### config.mk
export PLATFORM = sky130hd
export DESIGN_NAME = reg_reverse_ctrl_flat
export DESIGN_NICKNAME = d
export VERILOG_FILES = /design/src/rtl/reg_reverse_ctrl_if.sv /design/src/rtl/reg_reverse_ctrl.sv /design/src/flat_wrapper.sv
export SDC_FILE = /design/constraint.sdc
export NUM_CORES = 1
export LEC_CHECK = 0
export ABC_AREA = 1
export BUFFER_PORTS_ARGS = -buffer_cell sky130_fd_sc_hd__buf_2
export CORE_MARGIN = 4
export CORE_UTILIZATION = 40
export CTS_BUF_LIST = sky130_fd_sc_hd__clkbuf_8
export CTS_CLUSTER_SIZE = 25
export DETAILED_ROUTE_END_ITERATION = 7
export PLACE_DENSITY = 0.67
export SYNTH_ARGS = -nofsm -noshare
export SYNTH_HDL_FRONTEND = slang
export SYNTH_SLANG_ARGS = --single-unit
### constraint.sdc
create_clock -name clk -period 6 [get_ports clk]
set_clock_uncertainty 0.1 [all_clocks]
set_input_delay 0.6 -clock clk [delete_from_list [all_inputs] [get_ports clk]]
set_output_delay 0.6 -clock clk [all_outputs]
set_load 0.005 [all_outputs]
### src/rtl/reg_reverse_ctrl_if.sv
// Host/swap-file bundle for the range-reversal sequencer: command inputs, swap request outputs, status.
// master = host side (drives start/lo/hi), slave = sequencer side.
interface reg_reverse_ctrl_if #(
  parameter int address_width = 7
);
  logic                     start;
  logic [address_width-1:0] lo;
  logic [address_width-1:0] hi;
  logic [address_width-1:0] address_a;
  logic [address_width-1:0] address_b;
  logic                     swap;
  logic                     busy;
  logic                     done;
  logic                     err;
  logic [address_width-1:0] swap_count;

  modport master (
    output start, lo, hi,
    input  address_a, address_b, swap, busy, done, err, swap_count
  );

  modport slave (
    input  start, lo, hi,
    output address_a, address_b, swap, busy, done, err, swap_count
  );
endinterface

### src/rtl/reg_reverse_ctrl.sv
// Reverses a swap-file address range by issuing (lo,hi),(lo+1,hi-1),... swap pulses, one every SWAP_CYCLES.
// First swap 1 cycle after start; done 1+N*SWAP_CYCLES after start; start outside IDLE is dropped, not queued.
module reg_reverse_ctrl #(
  parameter int address_width = 7,
  parameter int SWAP_CYCLES   = 4
) (
  input logic              clk,
  input logic              reset,
  reg_reverse_ctrl_if.slave ctl
);

  localparam logic [2:0] S_IDLE   = 3'd0;
  localparam logic [2:0] S_ISSUE  = 3'd1;
  localparam logic [2:0] S_WAIT   = 3'd2;
  localparam logic [2:0] S_DONE   = 3'd3;
  localparam logic [2:0] S_REJECT = 3'd4;

  localparam int WCW = (SWAP_CYCLES > 2) ? $clog2(SWAP_CYCLES) : 1;
  localparam logic [WCW-1:0] WAIT_LAST = WCW'(SWAP_CYCLES - 2);
  localparam logic [address_width-1:0] PTR_ONE = address_width'(1);

  logic [2:0]               state;
  logic [address_width-1:0] a_ptr;
  logic [address_width-1:0] b_ptr;
  logic [address_width-1:0] addr_a;
  logic [address_width-1:0] addr_b;
  logic [address_width-1:0] cnt;
  logic [WCW-1:0]           wait_cnt;
  logic [address_width-1:0] a_nxt;
  logic [address_width-1:0] b_nxt;
  logic                     range_bad;
  logic                     range_one;

  // a_ptr < b_ptr whenever a_nxt/b_nxt are used, so neither step can wrap.
  assign a_nxt     = a_ptr + PTR_ONE;
  assign b_nxt     = b_ptr - PTR_ONE;
  assign range_bad = (ctl.lo == '0) || (ctl.lo > ctl.hi);
  assign range_one = (ctl.lo == ctl.hi);

  always_ff @(posedge clk) begin
    if (reset) begin
      state    <= S_IDLE;
      a_ptr    <= '0;
      b_ptr    <= '0;
      addr_a   <= '0;
      addr_b   <= '0;
      cnt      <= '0;
      wait_cnt <= '0;
    end else begin
      case (state)
        S_IDLE: begin
          if (ctl.start) begin
            a_ptr <= ctl.lo;
            b_ptr <= ctl.hi;
            cnt   <= '0;
            if (range_bad) begin
              state <= S_REJECT;
            end else if (range_one) begin
              state <= S_DONE;
            end else begin
              state  <= S_ISSUE;
              addr_a <= ctl.lo;
              addr_b <= ctl.hi;
            end
          end
        end
        S_ISSUE: begin
          cnt      <= cnt + PTR_ONE;
          wait_cnt <= '0;
          state    <= S_WAIT;
        end
        S_WAIT: begin
          if (wait_cnt == WAIT_LAST) begin
            a_ptr <= a_nxt;
            b_ptr <= b_nxt;
            // Addresses only move when another swap is issued, so they hold the last pair afterwards.
            if (a_nxt < b_nxt) begin
              state  <= S_ISSUE;
              addr_a <= a_nxt;
              addr_b <= b_nxt;
            end else begin
              state <= S_DONE;
            end
          end else begin
            wait_cnt <= wait_cnt + WCW'(1);
          end
        end
        S_DONE:   state <= S_IDLE;
        S_REJECT: state <= S_IDLE;
        default:  state <= S_IDLE;
      endcase
    end
  end

  assign ctl.address_a  = addr_a;
  assign ctl.address_b  = addr_b;
  assign ctl.swap_count = cnt;
  assign ctl.swap       = (state == S_ISSUE);
  assign ctl.busy       = (state == S_ISSUE) || (state == S_WAIT);
  assign ctl.done       = (state == S_DONE) || (state == S_REJECT);
  assign ctl.err        = (state == S_REJECT);

endmodule

### src/flat_wrapper.sv
// flat-port wrapper written by rule: the top's interface ports become plain ports
module reg_reverse_ctrl_flat 
#(
  parameter int address_width = 7,
  parameter int SWAP_CYCLES   = 4
)
  (clk, reset, ctl_start, ctl_lo, ctl_hi, ctl_address_a, ctl_address_b, ctl_swap, ctl_busy, ctl_done, ctl_err, ctl_swap_count);
  reg_reverse_ctrl_if #(.address_width(address_width)) ctl_i ();
  input logic clk;
  input logic reset;
  input wire logic [$bits(ctl_i.start)-1:0] ctl_start;
  input wire logic [$bits(ctl_i.lo)-1:0] ctl_lo;
  input wire logic [$bits(ctl_i.hi)-1:0] ctl_hi;
  output wire logic [$bits(ctl_i.address_a)-1:0] ctl_address_a;
  output wire logic [$bits(ctl_i.address_b)-1:0] ctl_address_b;
  output wire logic [$bits(ctl_i.swap)-1:0] ctl_swap;
  output wire logic [$bits(ctl_i.busy)-1:0] ctl_busy;
  output wire logic [$bits(ctl_i.done)-1:0] ctl_done;
  output wire logic [$bits(ctl_i.err)-1:0] ctl_err;
  output wire logic [$bits(ctl_i.swap_count)-1:0] ctl_swap_count;
  assign ctl_i.start = ctl_start;
  assign ctl_i.lo = ctl_lo;
  assign ctl_i.hi = ctl_hi;
  assign ctl_address_a = ctl_i.address_a;
  assign ctl_address_b = ctl_i.address_b;
  assign ctl_swap = ctl_i.swap;
  assign ctl_busy = ctl_i.busy;
  assign ctl_done = ctl_i.done;
  assign ctl_err = ctl_i.err;
  assign ctl_swap_count = ctl_i.swap_count;
  reg_reverse_ctrl #(.address_width(address_width), .SWAP_CYCLES(SWAP_CYCLES)) u_core (.clk(clk), .reset(reset), .ctl(ctl_i));
endmodule
==> metrics.txt, run 1 <==
Hold Path Sink u_core.wait_cnt[0]; critical path fanouts, max 29; total gr overflow 0; cts repair resizes 0; Final Max Slew Viols 0; Die H 87.9 um; Slew @ Worst Pin 0.880 ns; setup TNS 0 ns; met3 wire length 308 um; Post-synth EDFFs 0; Reg2Reg Depth 9; CP Launch Point u_core.state[2]; drt via density 4.94; Max Clk Rate 0.335 GHz; DIE AREA 7730 sq um; total number of vias 2466; Crit Path Class flop to flop; Layout area overhead 12.0%; DRT antenna net count 0; Post-CTS Setup Bufs 0; synth cell count leaders 91 x nand2_1, 73 x inv_1, 40 x dfxtp_1, 36 x nor2_1, 22 x o21ai_0; initial antenna violation count 0; most numerous cell in the Yosys netlist nand2_1; Final setup violation count 0; PwrDens 458 nW/um^2; RSZ-0062 raised after global routing false; Tcrit/Tclk final 0.498; vias in the first global route 2216; global-route wire length before repair 10100 um; asr flop ratio synth 0; CP Data Arrival Time 3.11 ns; Root Buffer clkbuf_8; clock slew at reported path FFs 0.08 ns; Slew headroom 0.412; post-synth top area cell dfxtp_1; post-DP HPWL 4700 um; met1 wire length 3100 um; Core Area 6060 sq um; hold_sp u_core.wait_cnt[0]; antenna cell count 0; Clock Sinks 40; startpoint types flop; die width 87.9 um; top cells by area, synth dfxtp_1 31%, nand2_1 13%, inv_1 11%; fraction of layout cells with a size suffix above 1 0.144; I/O pin count 42; Initial Utilization 0.422; Avg Inst Size Synth 6.55 sq um; reg2reg end u_core.ctl.address_a[4]; DR iter-0 viols 105; Synth top area share 0.313; R2R setup slack 3.01 ns; Synthesis Warnings 0; placer congestion estimate 0.855; Post-Syn Instances 390; status finished clean; routed wire length 6110 um; Avg WL per Cell 12.2 um; met2 WL 2590 um; Hold Crit Class flop to flop; peak supply drop 0.200 mV; Port Buf Inserts 41; clk buf depth 2; syn_nets 424; hold depth 1; clk_lat worst skew 0.29 ns; pin count of the biggest net entering global routing 30; Crit. End Element flop; clock period minus worst slack 2.99 ns; H-tree lvl count 2; Final #Nets 458; Synth Register Bits 40; top_reg_cell synth dfxtp_1; cts bufs inserted 5; RR Startpoint u_core.state[2]; Max Cap Viol 0; CTS tree yes; GRT Util Overall 0.168; Worst EP required 6.12 ns; Post-CTS Hold Buffers 0; Top Metal Used met4; DR pass1 iterations 4; Fin Hold WS 0.363 ns; synthesized area 2550 sq um; Residual DRC 0; post-synthesis sequential area ratio 0.313; Final Hold Viols 0; post-synthesis cell type count 30; std cell rows 28; leakage 1.50 nW
-- power by group --
| part | switching [mW] | leakage, nW | internal (mW) | total, mW |
|---|---|---|---|---|
| logic | 0.456 | 1.12 | 0.268 | 0.724 |
| registers | 0.0660 | 0.329 | 0.353 | 0.419 |
| clock network | 0.0915 | 0.0452 | 0.0774 | 0.169 |
| total | 0.614 | 1.50 | 0.698 | 1.31 |
-- critical path, stage by stage, from the launching register on --
cell and delay, ns:
dfxtp_1 0.37, nor3_4 0.71, nand2_1 0.10, nand2_1 0.68, o21ai_1 0.21, inv_2 0.29, nand3_4 0.20, nand2_1 0.11
inv_1 0.04, nor2_1 0.10
-- cell type report --
| cell class | count | area (sq um) |
|---|---|---|
| Tap cell | 75 | 93.8 |
| Fill cell | 626 | 3200 |
| Multi-Input combinational cell | 258 | 1390 |
| Clock buffer | 5 | 68.8 |
| Sequential cell | 40 | 801 |
| Timing Repair Buffer | 41 | 205 |
| Inverter | 78 | 293 |
| Clock inverter | 2 | 8.76 |
-- sequential cells by signal (all words and copies together), names as in the netlist --
register,cells
u_core.ctl.address_b,7
u_core.a_ptr,7
u_core.ctl.address_a,7
u_core.state,3
u_core.wait_cnt,2
u_core.b_ptr,7
u_core.ctl.swap_count,7
-- per-stage QoR --
| step | util | total power [mW] | setup WS (ns) | cells | instance area, sq um |
|---|---|---|---|---|---|
| floorplan | - | 0.976 | 3.71 | 390 | 2550 |
| global route | 0.472 | 1.47 | 2.72 | 499 | 2860 |
| finish | 0.472 | 1.31 | 3.01 | 499 | 2860 |
| detailed placement | 0.459 | 1.15 | 3.03 | 492 | 2780 |
| global placement | 0.459 | 1.14 | 3.06 | 492 | 2780 |
| CTS | 0.472 | 1.32 | 3.01 | 499 | 2860 |
-- worst max path at each step --
stage	end	slack (ns)	cells after the start
2_1_floorplan	u_core.state[1]	3.71	14
3_3_place_gp	u_core.ctl.address_b[3]	3.06	9
3_5_place_dp	u_core.ctl.address_a[4]	3.03	9
4_1_cts	u_core.ctl.address_a[4]	3.01	9
5_1_grt	u_core.ctl.address_a[0]	2.72	9
6_report	u_core.ctl.address_a[4]	3.01	9
-- placed cells by master, fill, tap and decap left out, types with 3 or more instances in the layout --
master / count
o21ai_0: 22
nand2_1: 91
inv_1: 74
a21oi_1: 16
a211oi_1: 5
xor2_1: 3
nor2_1: 36
inv_2: 5
o211ai_1: 6
nand3_1: 18
dfxtp_1: 40
buf_2: 41
clkbuf_8: 5
nand4_1: 21
nand2_2: 3
ha_1: 17
or2_2: 3
-- metal layers --
metal,up-vias,GRT usage
li1,1316,-
met1,1077,0.240
met2,65,0.251
met3,8,0.0282
met4,0,0.0669
met5,-,0
-- logic make-up (layout without fill, tap and decap cells) --
kind of cell	count (synthesis)	after routing	share of synthesized area
AOI/OAI and AO/OA	55	55	0.124
xor gates and xnor gates	5	5	0.0171
and+or+nand+nor	181	181	0.320
buffers and inverters	92	126	0.142
adders and majority gates	17	17	0.0833
DFF	40	40	0.313
No activity file was read; power rests on OpenSTA's default activity.
==> inputs of run 2 (changes only) <==
- PLACE_DENSITY: 0.67 -> 0.69
- clock period: 6 -> 2.5 ns (I/O delays scaled with it)
==> run 2 against run 1 <==
  * Clock-buffer cell count stayed put
  * Register-to-register slack got worse by 2.8 ns
  * Routed wire length up 3.9%
  * Maximum frequency is 28% higher
  * Via count up 1.8%
  * Sequential power is 140% higher
  * Utilization rose by 3.4 points
  * Final cell count grew 2.0%
  * Highest routed layer unchanged
==> metrics.txt, run 2 (same netlist as run 1, synthesis figures left out) <==
Final Max Slew Viols 0 (unchanged); pin count of the biggest net entering global routing 29 (was 30); critical path fanouts, max 17 (was 29); clock period minus worst slack 2.34 ns (was 2.99 ns); Slew @ Worst Pin 0.724 ns (was 0.880 ns); Residual DRC 0 (unchanged); clk_lat worst skew 0.29 ns (about the same); Final setup violation count 0 (unchanged); Worst EP required 2.62 ns (was 6.12 ns); placer congestion estimate 0.894 (was 0.855); Max Cap Viol 0 (unchanged); peak supply drop 0.510 mV (was 0.200 mV); DIE AREA 7730 sq um (unchanged); status finished clean (unchanged); Die H 87.9 um (unchanged); Initial Utilization 0.422 (unchanged); total gr overflow 0 (unchanged); Max Clk Rate 0.428 GHz (was 0.335 GHz); die width 87.9 um (unchanged); Final Hold Viols 0 (unchanged); clk buf depth 2 (unchanged); CP Data Arrival Time 2.46 ns (was 3.11 ns); CTS tree yes (unchanged); routed wire length 6350 um (was 6110 um); std cell rows 28 (unchanged); Avg WL per Cell 12.5 um (was 12.2 um); startpoint types flop (unchanged); Tot Pwr 3.56 mW (was 1.31 mW); total number of vias 2511 (was 2466); Final Instance Area 3070 sq um (was 2860 sq um); I/O pin count 42 (unchanged); fraction of layout cells with a size suffix above 1 0.194 (was 0.144); clock slew at reported path FFs 0.08 ns (about the same); critical path buffer and inverter count 3 (was 2); Root Buffer clkbuf_8 (unchanged); DR pass1 iterations 4 (unchanged); most frequent cells in the layout 90 x nand2_1, 72 x inv_1, 41 x buf_2 (was 91 x nand2_1, 74 x inv_1, 41 x buf_2); Placed Area 2860 sq um (was 2780 sq um); Top Family by Delay on Critical Path simple AND/OR/NAND/NOR gates (unchanged); vias in the first global route 2195 (was 2216); Crit Path Class flop to flop (unchanged); Crit. End Element flop (unchanged); CP max-delay cell dfxtp_1 (was nor3_4); leakage 1.58 nW (was 1.50 nW); commonest non-fill, non-tap cell in the layout nand2_1 (unchanged); Clock Sinks 40 (unchanged); drt via density 4.93 (was 4.94); Slew headroom 0.517 (was 0.412); Tcrit/Tclk final 0.935 (was 0.498); Hold Crit Class primary input to flop (was flop to flop); global-route wire length before repair 10200 um (was 10100 um); antenna cell count 0 (unchanged); DR iter-0 viols 140 (was 105); Layout area overhead 20.1% (was 12.0%); H-tree lvl count 2 (unchanged); PwrDens 1160 nW/um^2 (was 458 nW/um^2); GRT Util Overall 0.167 (was 0.168); DRT antenna net count 0 (unchanged); Core Area 6060 sq um (unchanged); Final #Nets 468 (was 458); setup TNS 0 ns (unchanged); RSZ-0062 raised after global routing false (unchanged); Port Buf Inserts 41 (unchanged); initial antenna violation count 0 (unchanged); CP cell instances ha_2, nand3_2, xor2_2, inv_1, ha_1, a21o_1, nand3_1, nand3_1, nand2_2, buf_12, nand3_4, nand2_1, inv_1, nor2_1 (was nor3_4, nand2_1, nand2_1, o21ai_1, inv_2, nand3_4, nand2_1, inv_1, nor2_1); post-DP HPWL 4800 um (was 4700 um); crit-path max cell delay 0.34 ns (was 0.71 ns); Post-CTS Hold Buffers 0 (unchanged); cts bufs inserted 5 (unchanged)
run 2: stage by stage:
step	util	instances	setup WS, ns	hold slack (ns)
2_1_floorplan	-	390	0.210	0.228
3_3_place_gp	0.471	500	0.121	0.342
3_5_place_dp	0.471	500	0.0654	0.347
4_1_cts	0.493	507	0.0368	0.188
5_1_grt	0.506	509	0.0153	0.215
6_report	0.506	509	0.163	0.194
run 2: repair_timing:
item	CTS	global route
gates resized for setup	0	15
setup endpoints to repair	0	15
buffers inserted	0	1
run 2: worst reg2reg max path: stages, from the launching register on:
cell and delay (ns):
dfxtp_1 0.34, ha_2 0.20, nand3_2 0.12, xor2_2 0.20, inv_1 0.06, ha_1 0.31, a21o_1 0.17, nand3_1 0.08
nand3_1 0.10, nand2_2 0.09, buf_12 0.15, nand3_4 0.12, nand2_1 0.09, inv_1 0.04, nor2_1 0.10
run 2: final timing paths:
kind	endpoint	from	depth (start not counted)	slack [ns]
hold / removal	u_core.ctl.swap_count[6]	ctl_start	4	0.19
setup / recovery	u_core.ctl.address_a[1]	u_core.a_ptr[1]	14	0.16
setup reg to reg	u_core.ctl.address_a[1]	u_core.a_ptr[1]	14	0.16
hold reg to reg	u_core.wait_cnt[0]	u_core.wait_cnt[0]	1	0.35
run 2: report_power, final:
group	leakage (nW)	internal (mW)	switching (mW)
logic	1.18	0.760	1.17
clock network	0.0642	0.393	0.223
registers	0.330	0.848	0.165
total	1.58	2.00	1.56
run 2: area by class of cell:
cell class / instances / area (sq um)
Timing Repair Buffer: 50 / 285
Inverter: 78 / 293
Tap cell: 75 / 93.8
Clock buffer: 5 / 68.8
Fill cell: 619 / 2990
Clock inverter: 2 / 60.1
Sequential cell: 40 / 803
Multi-Input combinational cell: 259 / 1460
run 2: metal layers:
layer  global-route usage  up-vias  part of all wire
met5                    0        -                 0
met4               0.0502        0             0.012
met3               0.0376        6             0.063
met2                0.259       72              0.43
met1                0.232     1099              0.50
li1                     -     1334                 -
==> inputs of run 3 (changes only) <==
--- a/config.mk
+++ b/config.mk
@@ -7,4 +7,5 @@
 export LEC_CHECK = 0
 export ABC_AREA = 1
+export ABC_CLOCK_PERIOD_IN_PS = 2900
 export BUFFER_PORTS_ARGS = -buffer_cell sky130_fd_sc_hd__buf_2
 export CORE_MARGIN = 4
@@ -13,5 +14,5 @@
 export CTS_CLUSTER_SIZE = 25
 export DETAILED_ROUTE_END_ITERATION = 7
-export PLACE_DENSITY = 0.69
+export PLACE_DENSITY = 0.67
 export SYNTH_ARGS = -nofsm -noshare
 export SYNTH_HDL_FRONTEND = slang
==> constraint.sdc (replaced) <==
create_clock -name clk -period 2.9 [get_ports clk]
set_clock_uncertainty 0.1 [all_clocks]
set_input_delay 0.725 -clock clk [delete_from_list [all_inputs] [get_ports clk]]
set_output_delay 0.725 -clock clk [all_outputs]
set_load 0.005 [all_outputs]
==> run 3 against run 2 <==
  * Routed wire length down 1.2%
  * Final cell count fell by 0.79%
  * Combinational power is 20% lower
  * Register-to-register slack better by 0.25 ns
  * Maximum frequency fell by 6.0%
  * Clock power down 39%
  * Cell area fell by 5.1%
  * Critical endpoint is now u_core.ctl.address_b[5]
  * Flip-flop and latch count unchanged
  * Critical path depth is the same
==> metrics.txt, run 3 (same netlist as run 1, synthesis figures left out) <==
Clock Sinks 40 (unchanged); leakage 1.53 nW (was 1.58 nW); Final Max Slew Viols 0 (unchanged); cts bufs inserted 5 (unchanged); Tot Pwr 2.79 mW (was 3.56 mW); clk_lat worst skew 0.30 ns (was 0.29 ns); Root Buffer clkbuf_8 (unchanged); H-tree lvl count 2 (unchanged); clk buf depth 2 (unchanged); post-DP HPWL 5000 um (was 4800 um); Final Hold Viols 0 (unchanged); Top Metal Used met4 (unchanged); DR pass1 iterations 5 (was 4); I/O pin count 42 (unchanged); CP dominant cell by count nand2_1; Final setup violation count 0 (unchanged); CTS tree yes (unchanged); # fillers 619 (unchanged); GRT Util Overall 0.174 (was 0.167); Top Family by Delay on Critical Path simple AND/OR/NAND/NOR gates (unchanged); global-route wire length before repair 10500 um (was 10200 um); std cell rows 28 (unchanged); Crit Path Class flop to flop (unchanged); peak supply drop 0.429 mV (was 0.510 mV); DR iter-0 viols 123 (was 140); placer congestion estimate 0.878 (was 0.894); pin count of the biggest net entering global routing 29 (unchanged); PwrDens 957 nW/um^2 (was 1160 nW/um^2); DRT antenna net count 0 (unchanged); startpoint types flop (unchanged); Core Util, Final 0.480 (was 0.506); commonest non-fill, non-tap cell in the layout nand2_1 (unchanged); met1 wire length 3040 um (was 3160 um); Initial Utilization 0.422 (unchanged); critical path buffer and inverter count 3 (unchanged); Final #Nets 463 (was 468); CP cell instances inv_1, ha_1, nand2_1, xor2_1, inv_1, ha_1, a21o_1, nand3_1, nand3_1, nand2_1, buf_4, nand4_1, nand2_1, nor2_1 (was ha_2, nand3_2, xor2_2, inv_1, ha_1, a21o_1, nand3_1, nand3_1, nand2_2, buf_12, nand3_4, nand2_1, inv_1, nor2_1); Core Area 6060 sq um (unchanged); Post-Place Worst Slack 0.302 ns (was 0.0654 ns); met3 wire length 461 um (was 398 um); Residual DRC 0 (unchanged); Reg2Reg Depth 14 (unchanged); Worst EP required 3.00 ns (was 2.62 ns); Post-CTS Hold Buffers 0 (unchanged); Crit path depth 14 (unchanged); Placed Area 2820 sq um (was 2860 sq um); most frequent cells in the layout 91 x nand2_1, 75 x inv_1, 41 x buf_2 (was 90 x nand2_1, 72 x inv_1, 41 x buf_2); drt via density 4.92 (was 4.93); Max Clk Rate 0.402 GHz (was 0.428 GHz); cts repair resizes 0 (unchanged); initial antenna violation count 0 (unchanged); status finished clean (unchanged); final worst slack 0.413 ns (was 0.163 ns); Layout area overhead 14.0% (was 20.1%); critical path fanouts, max 14 (was 17); RSZ-0062 raised after global routing false (unchanged); routed wire length 6280 um (was 6350 um); met2 WL 2660 um (was 2720 um); antenna cell count 0 (unchanged); Avg WL per Cell 12.4 um (was 12.5 um); fraction of layout cells with a size suffix above 1 0.153 (was 0.194); Hold Crit Class flop to flop (was primary input to flop); DIE AREA 7730 sq um (unchanged); Tcrit/Tclk final 0.857 (was 0.935); vias in the first global route 2199 (was 2195); die width 87.9 um (unchanged); Die H 87.9 um (unchanged); clock slew at reported path FFs 0.08 ns (about the same); CP Data Arrival Time 2.58 ns (was 2.46 ns); Slew @ Worst Pin 0.480 ns (was 0.724 ns); hold depth 1 (was 4); Max Cap Viol 0 (unchanged); Crit. End Element flop (unchanged); total number of vias 2483 (was 2511); Slew headroom 0.677 (was 0.517); crit-path max cell delay 0.35 ns (was 0.34 ns); total gr overflow 0 (unchanged); Final Instance Area 2910 sq um (was 3070 sq um); CP max-delay cell dfxtp_1 (unchanged); Port Buf Inserts 41 (unchanged); setup TNS 0 ns (unchanged); clock period minus worst slack 2.49 ns (was 2.34 ns); Post-CTS Setup Bufs 0 (unchanged)
-- run 3: final cells by class --
class,count,area (sq um),area share
tap,75,93.8,0.0322
timing repair buffer,46,243,0.0834
inverter,78,293,0.101
clock buffer,6,82.6,0.0284
sequential,40,801,0.275
clock inverter,2,7.51,0.00258
multi-input combinational,258,1390,0.478
-- run 3: layer usage --
| metal | vias to the layer above | global-route usage |
|---|---|---|
| met4 | 0 | 0.0669 |
| li1 | 1323 | - |
| met3 | 9 | 0.0367 |
| met1 | 1057 | 0.247 |
| met2 | 94 | 0.258 |
| met5 | - | 0 |
-- run 3: per-stage QoR --
| stage | hold slack [ns] | cells |
|---|---|---|
| after detailed placement | 0.354 | 497 |
| final | 0.362 | 505 |
| after global placement | 0.346 | 497 |
| after global routing | 0.381 | 505 |
| after CTS | 0.361 | 505 |
| after floorplan | 0.326 | 390 |
-- run 3: worst reg2reg max path, cell delays in order (launching register included) --
cell	delay [ns]
dfxtp_1	0.35
inv_1	0.10
ha_1	0.27
nand2_1	0.10
xor2_1	0.18
inv_1	0.06
ha_1	0.29
a21o_1	0.16
nand3_1	0.07
nand3_1	0.08
nand2_1	0.14
buf_4	0.22
nand4_1	0.12
nand2_1	0.10
nor2_1	0.04
-- run 3: power breakdown --
group          internal [mW]  total, mW  switching [mW]
sequential             0.730      0.872           0.142
clock                  0.187      0.377           0.190
combinational          0.579       1.54           0.959
-- run 3: final timing paths --
| kind | startpoint | end | slack [ns] |
|---|---|---|---|
| setup reg to reg | u_core.b_ptr[0] | u_core.ctl.address_b[5] | 0.41 |
| hold / removal | u_core.wait_cnt[0] | u_core.wait_cnt[0] | 0.36 |
| hold reg to reg | u_core.wait_cnt[0] | u_core.wait_cnt[0] | 0.36 |
| setup / recovery | u_core.b_ptr[0] | u_core.ctl.address_b[5] | 0.41 |
